**src/rtl/uart_pkg.sv**
```systemverilog
// Shared types and helpers for the UART transmit path.
// Holds the frame FSM encoding, parity-mode constants and the parity helper.
package uart_pkg;

  typedef enum logic [2:0] {
    IDLE,
    START,
    DATA,
    PARITY,
    STOP
  } tx_state_e;

  localparam int unsigned PAR_NONE = 0;
  localparam int unsigned PAR_ODD  = 1;
  localparam int unsigned PAR_EVEN = 2;

  // Narrower words are zero-extended by the caller; the extra zeros leave the XOR unchanged.
  function automatic logic calc_parity(input logic [8:0] data, input int unsigned mode);
    logic w_xor;
    w_xor = ^data;
    if (mode == PAR_ODD) begin
      return ~w_xor;
    end else if (mode == PAR_EVEN) begin
      return w_xor;
    end
    return 1'b0;
  endfunction

endpackage

```
**src/rtl/uart_tx_param.sv**
```systemverilog
// Parametrised UART serializer running at one serial bit per s_clk cycle.
// Accepts words over valid/ready and chains frames back-to-back without idle gaps.
module uart_tx_param
  import uart_pkg::*;
#(
  parameter int unsigned DATA_BITS = 8,
  parameter int unsigned PARITY    = 0,
  parameter int unsigned STOP_BITS = 1,
  parameter int unsigned MSB_FIRST = 0
) (
  input  logic                 s_clk,
  input  logic                 rst,
  input  logic [DATA_BITS-1:0] tx_data,
  input  logic                 tx_valid,
  output logic                 tx_ready,
  output logic                 tx_busy,
  output logic                 tx_done,
  output logic                 tx
);

  localparam int unsigned         CntW     = $clog2(DATA_BITS);
  localparam logic [CntW-1:0]     LastBit  = CntW'(DATA_BITS - 1);
  localparam logic                LastStop = (STOP_BITS == 2);

  generate
    if (DATA_BITS < 5 || DATA_BITS > 9) begin : g_bad_data_bits
      $error("uart_tx_param: DATA_BITS must be 5..9");
    end
    if (STOP_BITS != 1 && STOP_BITS != 2) begin : g_bad_stop_bits
      $error("uart_tx_param: STOP_BITS must be 1 or 2");
    end
    if (PARITY > 2) begin : g_bad_parity
      $error("uart_tx_param: PARITY must be 0, 1 or 2");
    end
  endgenerate

  tx_state_e            r_state, w_state_nxt;
  logic [DATA_BITS-1:0] r_shift, w_shift_nxt;
  logic                 r_par, w_par_nxt;
  logic [CntW-1:0]      r_bit_cnt, w_bit_cnt_nxt;
  logic                 r_stop_cnt, w_stop_cnt_nxt;
  logic                 r_tx, w_tx_nxt;
  logic [CntW-1:0]      w_data_idx;
  logic                 w_last_stop;
  logic                 w_accept;

  assign w_last_stop = (r_state == STOP) && (r_stop_cnt == LastStop);
  assign tx_ready    = (r_state == IDLE) || w_last_stop;
  assign w_accept    = tx_valid && tx_ready;
  assign tx          = r_tx;

  always_ff @(posedge s_clk or posedge rst) begin
    if (rst) begin
      r_state    <= IDLE;
      r_shift    <= '0;
      r_par      <= 1'b0;
      r_bit_cnt  <= '0;
      r_stop_cnt <= 1'b0;
      r_tx       <= 1'b1;
    end else begin
      r_state    <= w_state_nxt;
      r_shift    <= w_shift_nxt;
      r_par      <= w_par_nxt;
      r_bit_cnt  <= w_bit_cnt_nxt;
      r_stop_cnt <= w_stop_cnt_nxt;
      r_tx       <= w_tx_nxt;
    end
  end

  always_comb begin
    w_state_nxt    = r_state;
    w_shift_nxt    = r_shift;
    w_par_nxt      = r_par;
    w_bit_cnt_nxt  = r_bit_cnt;
    w_stop_cnt_nxt = r_stop_cnt;
    if (w_accept) begin
      w_shift_nxt = tx_data;
      w_par_nxt   = calc_parity(9'(tx_data), PARITY);
    end
    unique case (r_state)
      IDLE: begin
        if (w_accept) w_state_nxt = START;
      end
      START: begin
        w_state_nxt   = DATA;
        w_bit_cnt_nxt = '0;
      end
      DATA: begin
        if (r_bit_cnt == LastBit) begin
          w_state_nxt    = (PARITY != PAR_NONE) ? uart_pkg::PARITY : STOP;
          w_stop_cnt_nxt = 1'b0;
        end else begin
          w_bit_cnt_nxt = r_bit_cnt + 1'b1;
        end
      end
      uart_pkg::PARITY: begin
        w_state_nxt    = STOP;
        w_stop_cnt_nxt = 1'b0;
      end
      STOP: begin
        if (r_stop_cnt == LastStop) begin
          w_state_nxt = w_accept ? START : IDLE;
        end else begin
          w_stop_cnt_nxt = 1'b1;
        end
      end
      default: w_state_nxt = IDLE;
    endcase
  end

  // tx is registered, so its next value is decoded from the next state and counters.
  always_comb begin
    w_data_idx = (MSB_FIRST != 0) ? (LastBit - w_bit_cnt_nxt) : w_bit_cnt_nxt;
    tx_busy    = (r_state != IDLE);
    tx_done    = w_last_stop;
    unique case (w_state_nxt)
      START:            w_tx_nxt = 1'b0;
      DATA:             w_tx_nxt = w_shift_nxt[w_data_idx];
      uart_pkg::PARITY: w_tx_nxt = w_par_nxt;
      default:          w_tx_nxt = 1'b1;
    endcase
  end

endmodule

```
**config.mk**
```make
export PLATFORM = sky130hd
export DESIGN_NAME = uart_tx_param
export DESIGN_NICKNAME = d
export VERILOG_FILES = /design/src/rtl/uart_pkg.sv /design/src/rtl/uart_tx_param.sv
export SDC_FILE = /design/constraint.sdc
export NUM_CORES = 1
export LEC_CHECK = 0
export CAP_MARGIN = 20
export CORE_UTILIZATION = 52
export DETAILED_ROUTE_END_ITERATION = 7
export PLACE_DENSITY_LB_ADDON = 0.25
export REMOVE_ABC_BUFFERS = 1
export SLEW_MARGIN = 10
export SYNTH_ARGS = -nofsm -noshare
export SYNTH_HDL_FRONTEND = slang
export SYNTH_SLANG_ARGS = --single-unit
```
**constraint.sdc**
```tcl
create_clock -name s_clk -period 4 [get_ports s_clk]
set_input_delay 0.8 -clock s_clk [delete_from_list [all_inputs] [get_ports s_clk]]
set_output_delay 0.8 -clock s_clk [all_outputs]
set_load 0.05 [all_outputs]
```
======== After elaboration in Yosys (flattened, before gate mapping) ========
Cells that the tools add are included.
operators by class
  add/sub/neg operators ................... 1
  order comparisons ....................... 1
  eq/ne operators ......................... 9
  mux-type cells .......................... 15
  bitwise logic cells ..................... 1
  reductions and logical operators ........ 7
operator list
  kind                                                                    count
  3-bit case mux with 5 select lines                                      1
  3-bit by 2-bit equality test with 1-bit output (second input constant)  4
  3-bit two-way mux                                                       4
  8-bit two-way mux                                                       1
  3-bit by 1-bit equality test with 1-bit output (second input constant)  2
  3-bit equality test (second input constant)                             2
  1-bit case mux with 3 select lines                                      2
  3-bit case mux with 2 select lines                                      1
  3-bit nonzero test                                                      2
  1-bit two-way mux                                                       5
  3-bit by 4-bit < comparator with 1-bit output (second input constant)   1
  3-bit by 1-bit adder with 3-bit output (second input constant)          1
  1-bit binary-select mux with 3-bit select                               1
  3-bit zero test                                                         1
  1-bit logical AND                                                       2
  2-bit inequality test (second input constant)                           1
  2-bit AND reduction                                                     1
  1-bit logical OR                                                        1
  1-bit inverter                                                          1
word-level totals
  register bits after elaboration ......... 17

======== Depth between registers and ports, before layout ========
  word-level depth ........................ 9
  mapped depth ............................ 8

======== Worst setup path before layout ========
Ideal clock, no wire load.
  path kind ............................... register to output
  start ................................... reg r_state[0]
  end ..................................... out tx_done
  data arrival time ....................... 1.483 ns
  required time ........................... 3.200 ns
  setup slack ............................. 1.717 ns
  cell stages (with the launch flop) ...... 4
  path through ............................ dfrtp_1 buf_4 nor2_2 and2_1
between the ends
  cells in the longest elaborated chain, start to end .. 2
RTL lines
  item                    RTL line             text
  start, declared         uart_tx_param.sv:37  tx_state_e r_state, w_state_nxt;
  start signal, assigned  uart_tx_param.sv:61  r_state <= w_state_nxt;
  3-bit equality test     uart_tx_param.sv:47  assign w_last_stop = (r_state == STOP) && (r_stop_cnt == LastStop);
  1-bit logical AND       uart_tx_param.sv:47
  end, declared           uart_tx_param.sv:17  output logic tx_done,
No other way between the ends.

======== Final worst setup path ========
Same ends and word-level chain as after synthesis.

==> flow_summary.yaml <==
outcome:
  result_of_the_run: "finished, final reports clean"
cts:
  ctsHtreeMaxLevel: 1
  clkLatencyLatePin_ps: 280
  post_cts.repair.setup_buffers: 0
  cts_tree: "built"
  cts.sink_count: 15
  clock_path_buffers: 2
  cts_hold_buf: 0
  cts.repair.resized: 0
  clock_tree.root_cell: "sky130_fd_sc_hd__clkbuf_4"
  clk_pin_slew_ps: 80
  cts_made_buffers: 3
hold_path:
  worstHoldPathType: "flop to flop"
  min-delay-start: "r_shift[1]"
timing:
  timing.clock.skew_ps: 3.16
  timing.final.setup_violations: 0
  final_min_period_over_clock_period: 0.670
  period_needed_ps: 2680
  worst_slew_margin_rel: 0.631
  max_frequency_mhz: 373
  fin_max_slew_vios: 0
  hold_viol: 0
  rsz0062_at_grt: "false"
  setup_total_negative_slack_ps: 0
  worst-slew-pin-transition_ps: 552
pwr:
  powerDensity_nw_per_um2: 872
  net_switching_power_uw: 312
  seq_power_share: 0.363
  fin_total_pwr_uw: 786
  logic_gate_share_of_total_power: 0.531
  power.share.clock: 0.106
  leakage_power_summed_over_all_cells_uw: 0.000390
  netSwitchingFraction: 0.398
  internal-power_uw: 473
  vdd_ir_drop_max_v: 0.000408
placed_design:
  post-place-cells: 83
  routability_cong: 0.737
  hpwl_um: 895
  io_buffers: 14
route:
  dr.pass1.iters: 2
  postRouteAntennaNets: 0
  routed_via_count: 475
  drt-total-wl_mm: 1.22
  routed_wire_length_per_instance_um: 14.1
  initialDrtViolationCount: 1
  post_drt_via_cell_ratio: 5.46
  detail_route.drc_violations: 0
synthesis:
  sequential_cell_area_fraction_in_the_yosys_report: 0.500
  most_used_flip_flop_cell_after_synthesis: "sky130_fd_sc_hd__dfrtp_1"
  ys.warnings.count: 0
  synth_area_leaders: "sky130_fd_sc_hd__dfrtp_1 47%, sky130_fd_sc_hd__mux2_2 16%, sky130_fd_sc_hd__mux2i_1 5.3%"
  synthMostInstantiatedCell: "sky130_fd_sc_hd__dfrtp_1"
  yosys.area.top_type: "sky130_fd_sc_hd__dfrtp_1"
  ys_seq_elements: 15
  async_flop_share: 1.00
  syn-mean-instance-area_um2: 13.0
  netlist_instances: 58
  synth_top_area_frac: 0.465
  synth_enable_flop_cells: 0
  synth_area_um2: 753
  synth.lib_cells_used.distinct: 26
  netlist_top_cells_count: "14 x sky130_fd_sc_hd__dfrtp_1, 11 x sky130_fd_sc_hd__mux2_2, 4 x sky130_fd_sc_hd__a22o_1, 4 x sky130_fd_sc_hd__mux2i_1"
setup_path:
  required_ps: 3200
  crit_fanout: 10
  cp.arrival_ps: 1880
  path_buf_inv: 1
  startpoint_type: "flop"
  timing.critical_path.to_type: "primary output"
  cpPeakStageDelay_ps: 790
  worstSetupStartpoint: "r_state[0]"
  critical_path.cell_chain: "nor2_2 -> and2_1 -> clkdlybuf4s50_1"
  slowest_stage: "sky130_fd_sc_hd__clkdlybuf4s50_1"
  timing.critical_path.max_delay_family: "buffers and inverters"
  timing.rr.start: "r_bit_cnt[0]"
  timing_worst_setup_path_type: "flop to primary output"
die:
  floorplan.io_pins: 15
  placeableCoreArea_um2: 1320
  num_rows: 13
  die_area_um2: 1600
  die_height_um: 40.1
  effective_utilization_at_floorplan: 0.572
  horizontal_die_dimension_um: 40.1
finish:
  layout-drive-gt1-share: 0.264
  fin_util: 0.684
  antenna_cells_inserted: 0
  syn_to_final_growth_pct: 19.6
  final_nets: 85
  final-instance-count-excl-fill: 87
grt:
  grt_util_overall: 0.194
  via_count_of_the_first_global_routing_pass: 452
  globalRoute.totalOverflow: 0
  grt_start_max_net_pins: 16
  grt_pass1_wl_mm: 1.87
  grt_antenna_before_repair: 0
flow_run:
  max_cap_violations: 0
==> area by class of cell <==
cell class / instances / area, um2
clock buffer: 4 / 26.3
timing repair buffer: 14 / 140
inverter: 1 / 3.75
sequential: 15 / 377
multi-input combinational: 38 / 335
fill: 103 / 417
tap: 15 / 18.8
==> path summary, 6_finish.rpt <==
check | endpoint | slack (ps) | cells after the start
min reg2reg | r_shift[1] | 500 | 1
min in group asynchronous | r_shift[6] | 860 | 2
max | tx_done | 1320 | 3
max reg2reg | tx | 1940 | 7
max in group asynchronous | tx | 2770 | 2
min | r_shift[1] | 500 | 1
==> sequential cells by signal, summed over array words and instances, names as in the netlist <==
signal	count
r_shift	8
tx	1
r_state	3
r_bit_cnt	3
==> routing by layer <==
layer  vias up  wire, um  track usage
li1        239         -            -
met1       219       553        0.223
met2        12       586        0.315
met3         5        56       0.0500
met4         0        27        0.129
met5         -         0            0
==> layout by cell type, fill, tap and decap left out, types with 2 or more instances in the layout <==
cell / netlist / final
sky130_fd_sc_hd__a22o_1: 4 / 4
sky130_fd_sc_hd__clkbuf_4: 0 / 3
sky130_fd_sc_hd__clkdlybuf4s50_1: 0 / 14
sky130_fd_sc_hd__dfrtp_1: 14 / 14
sky130_fd_sc_hd__mux2_2: 11 / 11
sky130_fd_sc_hd__mux2i_1: 4 / 4
sky130_fd_sc_hd__nor2_1: 2 / 2
==> power groups by stage <==
stage	sequential [uW]	clock, uW	combinational [uW]
floorplan	292	0	313
global route	295	93.2	447
global placement	285	0	407
CTS	287	86.7	422
detailed placement	289	0	418
finish	285	83.3	417
==> through the flow <==
stage / setup WS [ps] / hold slack (ps) / area [um2]
after floorplan: 1740 / 468 / 716
after global placement: 1600 / 480 / 875
after detailed placement: 1590 / 486 / 875
after CTS: 1310 / 506 / 901
after global routing: 1240 / 526 / 901
final: 1320 / 505 / 901
==> cells by family (layout without fill, tap and decap cells) <==
| logic type | after synthesis | in the layout | share of synthesized area |
|---|---|---|---|
| mux | 15 | 15 | 0.218 |
| flops | 15 | 15 | 0.500 |
| compound gates | 12 | 12 | 0.130 |
| simple gates | 10 | 10 | 0.0814 |
| buf+inv | 5 | 19 | 0.0548 |
| fa+ha+maj | 1 | 1 | 0.0166 |
==> worst reg2reg max path, delay by kind of cell, from the launching register on <==
family	cells	cell delay [ps]
adder cells (fa/ha/maj)	1	260
multiplexers	1	360
flip-flops	1	420
AO/OA/AOI/OAI	5	970
Note: power is estimated with default switching activity, not from simulation.
